### src/rtl/iram_arbiter.sv
// Two-port round-robin arbiter in front of a single-cycle instruction RAM.
// m0 is a read-only fetch port, m1 a read/write data port; every transaction takes IDLE->ACCESS->RESP.
module iram_arbiter #(
    parameter logic [63:0] RAM_START = 64'h0002_0000,
    parameter logic [63:0] RAM_SIZE  = 64'd1072
) (
    input  logic        HCLK,
    input  logic        HRESET,
    input  logic        m0_req,
    input  logic [63:0] m0_addr,
    output logic        m0_ready,
    output logic        m0_err,
    output logic [63:0] m0_rdata,
    input  logic        m1_req,
    input  logic        m1_write,
    input  logic [63:0] m1_addr,
    input  logic [63:0] m1_wdata,
    output logic        m1_ready,
    output logic        m1_err,
    output logic [63:0] m1_rdata,
    output logic        HWRITE,
    output logic [63:0] HADDR,
    output logic [63:0] HWDATA,
    input  logic [63:0] HRDATA
);

    localparam logic [1:0] ST_IDLE   = 2'd0;
    localparam logic [1:0] ST_ACCESS = 2'd1;
    localparam logic [1:0] ST_RESP   = 2'd2;

    // Window bounds widened by one bit so RAM_START+RAM_SIZE cannot wrap.
    localparam logic [64:0] WIN_LO = {1'b0, RAM_START};
    localparam logic [64:0] WIN_HI = {1'b0, RAM_START} + {1'b0, RAM_SIZE} - 65'd8;

    logic [1:0]  state_q, state_d;
    logic        last_m1_q, last_m1_d;
    logic        sel_m1_q, sel_m1_d;
    logic        write_q, write_d;
    logic        legal_q, legal_d;
    logic        hwrite_q, hwrite_d;
    logic [63:0] haddr_q, haddr_d;
    logic [63:0] hwdata_q, hwdata_d;
    logic        m0_ready_q, m0_ready_d;
    logic        m0_err_q, m0_err_d;
    logic [63:0] m0_rdata_q, m0_rdata_d;
    logic        m1_ready_q, m1_ready_d;
    logic        m1_err_q, m1_err_d;
    logic [63:0] m1_rdata_q, m1_rdata_d;

    logic        grant_m1;
    logic [63:0] win_addr;
    logic [63:0] win_wdata;
    logic        win_write;
    logic        win_legal;

    // Winner selection and legality of the address about to be latched.
    always_comb begin
        grant_m1  = m1_req && (!m0_req || !last_m1_q);
        win_addr  = grant_m1 ? m1_addr : m0_addr;
        win_wdata = grant_m1 ? m1_wdata : 64'd0;
        win_write = grant_m1 && m1_write;
        win_legal = (win_addr[2:0] == 3'd0)
                 && ({1'b0, win_addr} >= WIN_LO)
                 && ({1'b0, win_addr} <= WIN_HI);
    end

    // Next-state and registered-output logic; bus outputs default to zero.
    always_comb begin
        state_d    = state_q;
        last_m1_d  = last_m1_q;
        sel_m1_d   = sel_m1_q;
        write_d    = write_q;
        legal_d    = legal_q;
        hwrite_d   = 1'b0;
        haddr_d    = 64'd0;
        hwdata_d   = 64'd0;
        m0_ready_d = 1'b0;
        m0_err_d   = 1'b0;
        m0_rdata_d = m0_rdata_q;
        m1_ready_d = 1'b0;
        m1_err_d   = 1'b0;
        m1_rdata_d = m1_rdata_q;

        case (state_q)
            ST_IDLE: begin
                if (m0_req || m1_req) begin
                    state_d   = ST_ACCESS;
                    last_m1_d = grant_m1;
                    sel_m1_d  = grant_m1;
                    write_d   = win_write;
                    legal_d   = win_legal;
                    hwrite_d  = win_legal && win_write;
                    haddr_d   = win_legal ? win_addr : 64'd0;
                    hwdata_d  = win_legal ? win_wdata : 64'd0;
                end
            end
            ST_ACCESS: begin
                state_d = ST_RESP;
                if (legal_q && !write_q) begin
                    if (sel_m1_q) m1_rdata_d = HRDATA;
                    else          m0_rdata_d = HRDATA;
                end
                m0_ready_d = !sel_m1_q;
                m0_err_d   = !sel_m1_q && !legal_q;
                m1_ready_d = sel_m1_q;
                m1_err_d   = sel_m1_q && !legal_q;
            end
            ST_RESP: begin
                state_d = ST_IDLE;
            end
            default: begin
                state_d = ST_IDLE;
            end
        endcase
    end

    always_ff @(posedge HCLK) begin
        if (!HRESET) begin
            state_q    <= ST_IDLE;
            last_m1_q  <= 1'b1;
            sel_m1_q   <= 1'b0;
            write_q    <= 1'b0;
            legal_q    <= 1'b0;
            hwrite_q   <= 1'b0;
            haddr_q    <= 64'd0;
            hwdata_q   <= 64'd0;
            m0_ready_q <= 1'b0;
            m0_err_q   <= 1'b0;
            m0_rdata_q <= 64'd0;
            m1_ready_q <= 1'b0;
            m1_err_q   <= 1'b0;
            m1_rdata_q <= 64'd0;
        end else begin
            state_q    <= state_d;
            last_m1_q  <= last_m1_d;
            sel_m1_q   <= sel_m1_d;
            write_q    <= write_d;
            legal_q    <= legal_d;
            hwrite_q   <= hwrite_d;
            haddr_q    <= haddr_d;
            hwdata_q   <= hwdata_d;
            m0_ready_q <= m0_ready_d;
            m0_err_q   <= m0_err_d;
            m0_rdata_q <= m0_rdata_d;
            m1_ready_q <= m1_ready_d;
            m1_err_q   <= m1_err_d;
            m1_rdata_q <= m1_rdata_d;
        end
    end

    assign HWRITE   = hwrite_q;
    assign HADDR    = haddr_q;
    assign HWDATA   = hwdata_q;
    assign m0_ready = m0_ready_q;
    assign m0_err   = m0_err_q;
    assign m0_rdata = m0_rdata_q;
    assign m1_ready = m1_ready_q;
    assign m1_err   = m1_err_q;
    assign m1_rdata = m1_rdata_q;

endmodule
### config.mk
export PLATFORM = sky130hd
export DESIGN_NAME = iram_arbiter
export DESIGN_NICKNAME = d
export VERILOG_FILES = /design/src/rtl/iram_arbiter.sv
export SDC_FILE = /design/constraint.sdc
export NUM_CORES = 1
export LEC_CHECK = 0
export ABC_CLOCK_PERIOD_IN_PS = 1900
export BUFFER_PORTS_ARGS = -buffer_cell sky130_fd_sc_hd__buf_2
export CAP_MARGIN = 0
export CORE_AREA = 2 2 201 203
export DETAILED_ROUTE_END_ITERATION = 7
export DIE_AREA = 0 0 203 205
export GPL_ROUTABILITY_DRIVEN = 0
export PLACE_DENSITY_LB_ADDON = 0.3
export SLEW_MARGIN = 15
export SYNTH_ARGS = -nofsm -noshare
export SYNTH_HDL_FRONTEND = slang
export SYNTH_SLANG_ARGS = --single-unit
### constraint.sdc
create_clock -name HCLK -period 1.9 [get_ports HCLK]
set_clock_uncertainty 0.1 [all_clocks]
set_input_delay 0.475 -clock HCLK [delete_from_list [all_inputs] [get_ports HCLK]]
set_output_delay 0.475 -clock HCLK [all_outputs]
set_load 0.05 [all_outputs]
==> results.sh <==
export IMPL_seq_power_share_pct=46.2
export IMPL_grt_pass1_wl_um=50300
export IMPL_highest_layer="met4"
export IMPL_critPathRequiredTime_ns=2.21
export IMPL_syn_area_sq_um=9190
export IMPL_overflow=0
export IMPL_power_leakage_nw=6.37
export IMPL_hold_depth=3
export IMPL_reg2reg_depth=9
export IMPL_wl_met2_um=17900
export IMPL_clock_sinks=267
export IMPL_tritoncts="built"
export IMPL_yosys_warnings=0
export IMPL_p_clk_share_pct=45.1
export IMPL_drv_slew=0
export IMPL_switching_share_pct=24.4
export IMPL_reg2reg_slack_ns=-0.09
export IMPL_grt_pass1_vias=8818
export IMPL_viasPerCell=4.19
export IMPL_fmax_mhz=503
export IMPL_die_h_um=205
export IMPL_vias=8935
export IMPL_crit_path_start_kind="flip-flop"
export IMPL_track_usage_pct=15.5
export IMPL_max_slew_margin_pct=66.5
export IMPL_worst_pin_slew_ns=0.502
export IMPL_power_switching_mw=3.00
export IMPL_ys_async_sr_fraction_pct=0
export IMPL_post_synth_top_count_cell="nand2_1"
export IMPL_critPathArrivalTime_ns=2.30
export IMPL_yosysUniqueCellTypes=39
export IMPL_rr_endpoint="HWDATA[34]"
export IMPL_m1WireLength_um=12900
export IMPL_setup_violations=73
export IMPL_rsz0062_at_grt="yes"
export IMPL_start_util_pct=23.3
export IMPL_path_clk_slew_ns=0.06
export IMPL_synth_edf_count=0
export IMPL_peakVddDrop_mv=0.522
export IMPL_dp_hpwl_um=26100
export IMPL_violations="setup timing"
export IMPL_hp_start="m1_wdata[20]"
export IMPL_cts_inserted_buffers=28
export IMPL_holdPathEnd="HWDATA[20]"
export IMPL_clk_path_buf_depth=3
export IMPL_post_route_util_pct=36.6
export IMPL_wl_met3_um=2240
export IMPL_powerDensity_nw_per_um2=855
export IMPL_cts_max_level=1
export IMPL_crit_type="reg2reg"
export IMPL_fin_ws_ns=-0.0885
export IMPL_fin_crit_sh_pct=105
export IMPL_synth_area_leaders="dfxtp_1, nand2_1, a21boi_0, nor4_2, nor4_1"
export IMPL_port_buffers=521
export IMPL_end_kind="flip-flop"
export IMPL_routedWlPerCell_um=16.2
export IMPL_core_area_sq_um=39400
export IMPL_insertion_delay_ns=0.55
export IMPL_antenna_found_initial=10
export IMPL_hold_viol_final=0
export IMPL_outcome="complete, but fails checks"
export IMPL_seq_area_sq_um=5350
export IMPL_synth_seq_area_share_pct=58.2
export IMPL_nets=1841
export IMPL_cts_hold_buffers=0
export IMPL_netlist_instances=971
export IMPL_synth_seq_cells=267
export IMPL_yosys_top_cells_count="nand2_1, dfxtp_1, a21boi_0"
export IMPL_ys_flop_type="dfxtp_1"
export IMPL_maxCapViolCount=0
export IMPL_dieArea_sq_um=41600
export IMPL_grt_max_degree=117
export IMPL_worst_hold_slack_ns=0.0543
export IMPL_fillCellCount=4085
export IMPL_io_pins=522
export IMPL_worstPathMaxFanout=16
export IMPL_synth_top_area_cell="dfxtp_1"
export IMPL_avgSynthCellArea_sq_um=9.47
export IMPL_multiInputGateArea_sq_um=3970
export IMPL_drive_gt1_share_pct=45.3
export IMPL_die_w_um=203
export IMPL_root_buffer="clkbuf_16"
export IMPL_combPwrFrac_pct=8.7
export IMPL_rows=73
export IMPL_firstDrtPassIters=5
export IMPL_tns_ns=-4.36
export IMPL_syn_to_final_growth_pct=56.8
export IMPL_synth_top_area_share_pct=58.2
export IMPL_internal_power_mw=9.32
export IMPL_routed_wl_um=34600
export IMPL_period_needed_ns=1.99
export IMPL_route_detailed_drc=0
export IMPL_drtIter0Drc=355
export IMPL_hp_class="in2reg"
export IMPL_r2r_start="last_m1_q"
export IMPL_antenna_left=0
sequential cells by signal, indices dropped and copies added (netlist names):
| signal | flops |
|---|---|
| HADDR | 64 |
| HWDATA | 64 |
| m0_rdata | 64 |
| m1_rdata | 64 |
| state_q | 2 |
| HWRITE | 1 |
| last_m1_q | 1 |
| legal_q | 1 |
| m0_err | 1 |
| m0_ready | 1 |
| m1_err | 1 |
| m1_ready | 1 |
| sel_m1_q | 1 |
| write_q | 1 |
power by group through the flow:
stage | registers [mW] | clock network (mW) | logic, mW
final | 5.70 | 5.56 | 1.07
after detailed placement | 5.82 | 0 | 1.04
after global placement | 5.82 | 0 | 1.04
after global routing | 5.70 | 5.94 | 1.15
after CTS | 5.70 | 5.73 | 1.06
after floorplan | 6.05 | 0 | 0.273
repair_timing:
item,in CTS,in global routing
resized for setup,19,19
buffers inserted,3,1
hold endpoints to repair,0,0
gates cloned,0,1
pin swaps,3,2
endpoints found under the setup margin,75,103
cells in the final DEF, fill, tap and decap left out, drive strengths merged, types with 10 or more instances in the layout:
cell / netlist / routed
conb: 1 / 55
nor2: 10 / 10
a21boi: 129 / 129
nand2: 337 / 337
clkinv: 0 / 10
dfxtp: 267 / 267
nor4: 88 / 88
buf: 31 / 597
clkbuf: 42 / 34
nor3: 11 / 11
area by class of cell:
cell class	instances	share of cell area [%]
flip-flops and latches	267	37.1
clock buffers	33	5.14
clock inverters	19	1.35
diodes	8	0.139
inverters	2	0.0521
multi-input cells	683	27.6
repair buffers	598	24.1
well taps	525	4.56
per-layer routing:
layer	up-vias	GRT usage (%)
met4	0	7.95
met3	76	3.07
li1	4431	-
met2	351	28.9
met5	-	0
met1	4077	16.7
critical path, cell delays in order, from the launching register on:
cell and delay [ns]:
dfxtp_4 0.36, a21boi_4 0.20, buf_6 0.15, nand2_4 0.05, a21o_1 0.14, a32o_2 0.26, a31oi_4 0.17, buf_12 0.17
buf_12 0.18, nor4_4 0.06
worst max path at each step:
stage,start,to,slack (ns)
finish,last_m1_q,HWDATA[34],-0.09
global route,last_m1_q,HWDATA[16],-0.19
CTS,last_m1_q,HWDATA[34],-0.11
detailed placement,m1_req,HWDATA[6],-0.60
global placement,m1_addr[49],HADDR[5],-0.53
floorplan,m1_req,HWDATA[33],-0.06
cell families after synthesis:
kind of cell	Yosys count	share of synthesized area, %
DFF	267	58.2
buffers and inverters	75	3.55
muxes	6	0.653
and+or+nand+nor	473	25.3
other	1	0.0408
AOI/OAI and AO/OA	149	12.3
stage by stage:
stage / setup slack, ns / instance area [sq um] / power (mW) / cells
after floorplan: -0.0642 / 9450 / 6.32 / 1025
after global placement: -0.529 / 13200 / 6.86 / 2070
after detailed placement: -0.597 / 13200 / 6.86 / 2070
after CTS: -0.113 / 14200 / 12.5 / 2125
after global routing: -0.186 / 14400 / 12.8 / 2135
final: -0.0885 / 14400 / 12.3 / 2135
Note: power is estimated with default switching activity, not from simulation.
